$ cat config.mk
export PLATFORM = sky130hd
export DESIGN_NAME = dff_bank_arbiter
export DESIGN_NICKNAME = d
export VERILOG_FILES = /design/src/rtl/dff_bank_arbiter.sv
export SDC_FILE = /design/constraint.sdc
export NUM_CORES = 1
export LEC_CHECK = 0
export ABC_AREA = 1
export CORE_MARGIN = 4
export CORE_UTILIZATION = 41
export DETAILED_ROUTE_END_ITERATION = 10
export GPL_TIMING_DRIVEN = 0
export PLACE_DENSITY = 0.94
export SETUP_SLACK_MARGIN = 0.02
export SLEW_MARGIN = 10
export SYNTH_ARGS = -nofsm -noshare
export SYNTH_HDL_FRONTEND = slang
export SYNTH_SLANG_ARGS = --single-unit
$ cat constraint.sdc
create_clock -name CLK -period 2.9 [get_ports CLK]
set_input_delay 0.58 -clock CLK [delete_from_list [all_inputs] [get_ports CLK]]
set_output_delay 0.58 -clock CLK [all_outputs]
set_load 0.02 [all_outputs]
$ cat src/rtl/dff_bank_arbiter.sv
// Round-robin arbiter and write sequencer for a shared WIDTH-bit flip-flop bank.
// One requester is granted at a time. Its DIN slice is captured into the bank
// on the GRANT exit edge, then ACK is pulsed in DONE.
// Optional feature macro: DFF_ARB_LOCK_EN. It adds the LOCK input, which lets
// the owner run back-to-back bursts that skip IDLE.
module dff_bank_arbiter #(
    parameter int unsigned NREQ  = 4,
    parameter int unsigned WIDTH = 8,
    localparam int unsigned OW   = (NREQ > 1) ? $clog2(NREQ) : 1
) (
    input  logic                  CLK,
    input  logic                  RST,
    input  logic [NREQ-1:0]       REQ,
    input  logic [NREQ*WIDTH-1:0] DIN,
`ifdef DFF_ARB_LOCK_EN
    input  logic [NREQ-1:0]       LOCK,
`endif
    output logic [NREQ-1:0]       GNT,
    output logic                  ACK,
    output logic [OW-1:0]         OWNER,
    output logic [WIDTH-1:0]      Q,
    output logic [WIDTH-1:0]      invQ
);

    typedef enum logic [1:0] {StIdle, StGrant, StDone} state_e;

    state_e            state_q, state_d;
    logic [OW-1:0]     owner_q, owner_d;
    logic [OW-1:0]     ptr_q, ptr_d;
    logic [WIDTH-1:0]  q_q, q_d;

    logic [2*NREQ-1:0] req_dbl;
    logic [NREQ-1:0]   req_rot;
    logic [OW:0]       rr_sum;
    logic [OW-1:0]     rr_pick;
    logic [WIDTH-1:0]  din_sel;
    logic [OW-1:0]     ptr_next;

    // Round-robin search: rotate REQ so PTR sits at bit 0, take the lowest set bit.
    always_comb begin
        req_dbl = {REQ, REQ} >> ptr_q;
        req_rot = req_dbl[NREQ-1:0];
        rr_sum  = '0;
        rr_pick = ptr_q;
        for (int k = NREQ - 1; k >= 0; k--) begin
            if (req_rot[k]) begin
                rr_sum  = {1'b0, ptr_q} + (OW+1)'(k);
                rr_pick = (rr_sum >= (OW+1)'(NREQ)) ? OW'(rr_sum - (OW+1)'(NREQ))
                                                    : OW'(rr_sum);
            end
        end
    end

    // Select the owner's data slice and the post-service priority pointer.
    always_comb begin
        din_sel = '0;
        for (int i = 0; i < NREQ; i++) begin
            if (owner_q == OW'(i)) begin
                din_sel = DIN[i*WIDTH +: WIDTH];
            end
        end
        ptr_next = (owner_q == OW'(NREQ - 1)) ? '0 : owner_q + 1'b1;
    end

    // State and bank registers; synchronous reset overrides everything.
    always_ff @(posedge CLK) begin
        if (RST) begin
            state_q <= StIdle;
            owner_q <= '0;
            ptr_q   <= '0;
            q_q     <= '0;
        end else begin
            state_q <= state_d;
            owner_q <= owner_d;
            ptr_q   <= ptr_d;
            q_q     <= q_d;
        end
    end

    // Next-state logic; the bank only loads on the GRANT exit edge.
    always_comb begin
        state_d = state_q;
        owner_d = owner_q;
        ptr_d   = ptr_q;
        q_d     = q_q;
        unique case (state_q)
            StIdle: begin
                if (|REQ) begin
                    owner_d = rr_pick;
                    state_d = StGrant;
                end
            end
            StGrant: begin
                q_d     = din_sel;
                ptr_d   = ptr_next;
                state_d = StDone;
            end
            StDone: begin
                state_d = StIdle;
`ifdef DFF_ARB_LOCK_EN
                // Locked owner keeps the bank. PTR was already advanced and is
                // used once the lock releases.
                if (LOCK[owner_q] && REQ[owner_q]) begin
                    state_d = StGrant;
                end
`endif
            end
            default: state_d = StIdle;
        endcase
    end

    // Outputs decoded from registered state only; REQ has no path to GNT.
    always_comb begin
        GNT = '0;
        if (state_q == StGrant) begin
            GNT[owner_q] = 1'b1;
        end
        ACK   = (state_q == StDone);
        OWNER = owner_q;
        Q     = q_q;
        invQ  = ~q_q;
    end

endmodule

==> flow_summary_export.csv <==
group,metric,value,unit
clocking,clock-sinks,14,
setup_path,arrival,2.07,ns
finish,multi_input_area,633,um2
place,dp_cells,251,
routing,vias_per_cell,4.98,
clocking,post_cts_buffers,0,
power_and_ir_drop,powerDensity,448,nW/um2
timing,post-route-period-util,0.915,
timing,hold_viol_final,0,
timing,rsz0062_at_grt,"no",
job,cap_violations,0,
clocking,cts-buffers-inserted,3,
die,die_h,59.0,um
clocking,cts_resized,0,
die,num_rows,18,
clocking,cts.reportedPaths.clkPinSlew,0.09,ns
global_route,first_global_vias,1158,
finish,syn2layout_area_growth,62.3,%
routing,drc_errors,0,
logic_synthesis,synth_area_leaders,"dfxtp_1 (26%), nand2_1 (13%), inv_1 (7.0%)",
global_route,grt_max_degree,11,
setup_path,critPathMaxStageDelay,0.61,ns
logic_synthesis,syn_nets,203,
timing,clock_skew,0.00392,ns
finish,drive_gt1_frac,0.134,
logic_synthesis,synthFlopType,"dfxtp_1",
die,coreArea,2480,um2
setup_path,crit_required,2.32,ns
timing,setup_viol,0,
clocking,clockRootBuffer,"clkbuf_4",
logic_synthesis,ys_ff_latch,14,
routing,drtPass1Iterations,4,
die,die_x,59.0,um
routing,first_iter_violations,36,
setup_path,start_kind,"register",
global_route,antenna_found_initial,0,
timing,clock.fmax,0.377,GHz
die,dieArea,3480,um2
timing,maxSlewHeadroom,0.675,
global_route,grt_overflow,0,
timing,maxSlewViolCount,0,
setup_path,cp_max_fo,9,
finish,fin_nets,268,
finish,ff_latch_area,280,um2
power_and_ir_drop,max-vdd-ir-drop,0.265,mV
timing,setup_tns,0,ns
global_route,grt_pass1_wl,4.97,mm
clocking,insertion_delay,0.29,ns
setup_path,cpLargestDelayFamily,"buffers and inverters",
logic_synthesis,synth_top_area_cell,"dfxtp_1",
logic_synthesis,synth-seq-area-share,0.263,
logic_synthesis,synth-edff-count,0,
logic_synthesis,syn_avg_cell_area,6.63,um2
timing,tightest_slew,0.487,ns
timing,finalCriticalPeriod,2.65,ns
place,post_dp_cell_area,1710,um2
logic_synthesis,syn-cell-area,1070,um2
logic_synthesis,yosysMostFrequentCell,"nand2_1",
min_path,hp-class,"register to register",
routing,wl,3.20,mm
logic_synthesis,synth_cell_types,26,
clocking,cts_tree,"yes",
routing,antenna_left,0,
clocking,h-tree-depth,1,
global_route,grtUsageMet3,0.0261,
finish,fin_area,1730,um2
status,outcome,"complete, no violations",
die,start_util,0.431,
setup_path,endpoint_kind,"output port",
place,dp_hpwl,2.57,mm
place,port_buffers,60,
global_route,use_met2,0.292,
global_route,groute.usage.overall,0.187,
logic_synthesis,synth_top_area_share,0.263,
setup_path,critPathKind,"register to output port",
logic_synthesis,synth-async-reset-ratio,0,
routing,vias,1264,
die,io-pin-count,61,
global_route,met1_usage,0.254,
finish,fin_cells,254,
setup_path,crit_chain,"inv_1 > ha_1 > buf_2 > clkinvlp_4 > nor2_1 > clkdlybuf4s50_1",
logic_synthesis,ys_warn_count,0,
finish,num-fill-cells,206,
logic_synthesis,synth_commonest_cells,"nand2_1 (36), inv_1 (20), dfxtp_1 (14)",
place,routabilityCongestion,0.836,
clocking,holdBufCountCts,0,
setup_path,slowest_stage,"clkdlybuf4s50_1",
power_and_ir_drop,power_leakage,0.711,nW
clocking,cts.path.max_buffers,2,
logic_synthesis,syn_inst,161,
finish,n_antenna_cell,0,
global_route,grt.busiest_layer,"met2",
setup_path,cp_num_buf_inv,4,
routing,avgRoutedWirePerCell,12.6,um
## power by group
group | total, mW | internal [mW] | switching (mW)
logic | 0.420 | 0.191 | 0.229
registers | 0.236 | 0.216 | 0.0200
clock network | 0.119 | 0.0484 | 0.0704
## sequential cells by signal, summed over array words and instances (netlist names)
signal and count:
ptr_q 2, OWNER 2, Q 8, state_q 2
## metrics by stage
stage	power, mW	hold WS, ns	setup WS (ns)	util
3_3_place_gp	0.648	0.490	0.511	0.688
6_report	0.775	0.520	0.246	0.699
3_5_place_dp	0.658	0.499	0.509	0.688
5_1_grt	0.827	0.536	0.0745	0.699
2_1_floorplan	0.488	0.541	0.978	-
4_1_cts	0.774	0.512	0.186	0.697
## placed cells by master, fill, tap and decap left out, types with 3 or more instances in the layout
cell	count
o211ai_1	8
dfxtp_1	14
nand3_2	4
inv_1	20
buf_2	3
a21oi_1	11
ha_1	4
nand3_1	13
clkdlybuf4s50_1	60
nor2_1	7
a31oi_1	9
o21ai_0	3
nand2_1	36
nand2_2	8
inv_2	3
clkbuf_4	3
## layer usage
metal	part of all wire	vias up	wire length, um
met5	0	-	0
met3	0.052	5	165
met4	0.020	0	64
met2	0.47	42	1500
li1	-	656	-
met1	0.46	561	1470
## worst paths after layout
check                           depth (start not counted)  endpoint     start  slack, ns
worst max-delay path                                    6    GNT[2]  OWNER[0]       0.25
worst min-delay path                                    2      Q[5]      Q[5]       0.52
worst max register to register                          6      Q[6]  OWNER[0]       1.38
worst min register to register                          2      Q[5]      Q[5]       0.52
## tightest hold or removal path: cells and delay by family (launching register included)
kind	cells	cell delay [ns]
flops	1	0.33
simple gates	1	0.07
compound gates	1	0.07
## cell type report
type,instances,share of cell area
Tap cell,30,0.0217
Sequential cell,14,0.162
Timing Repair Buffer,60,0.347
Buffer,7,0.0260
Clock buffer,3,0.0130
Inverter,27,0.0650
Multi-Input combinational cell,113,0.366
## logic make-up (layout without fill, tap and decap cells)
family                   Yosys count  in the layout  synth area share
AND/OR/NAND/NOR                   72             72             0.329
flip-flops                        14             14             0.263
buffers and inverters             34             97             0.144
AO/OA/AOI/OAI                     36             36             0.209
XOR/XNOR                           1              1           0.00821
adder cells (fa/ha/maj)            4              4            0.0469
No activity file was read; power rests on OpenSTA's default activity.
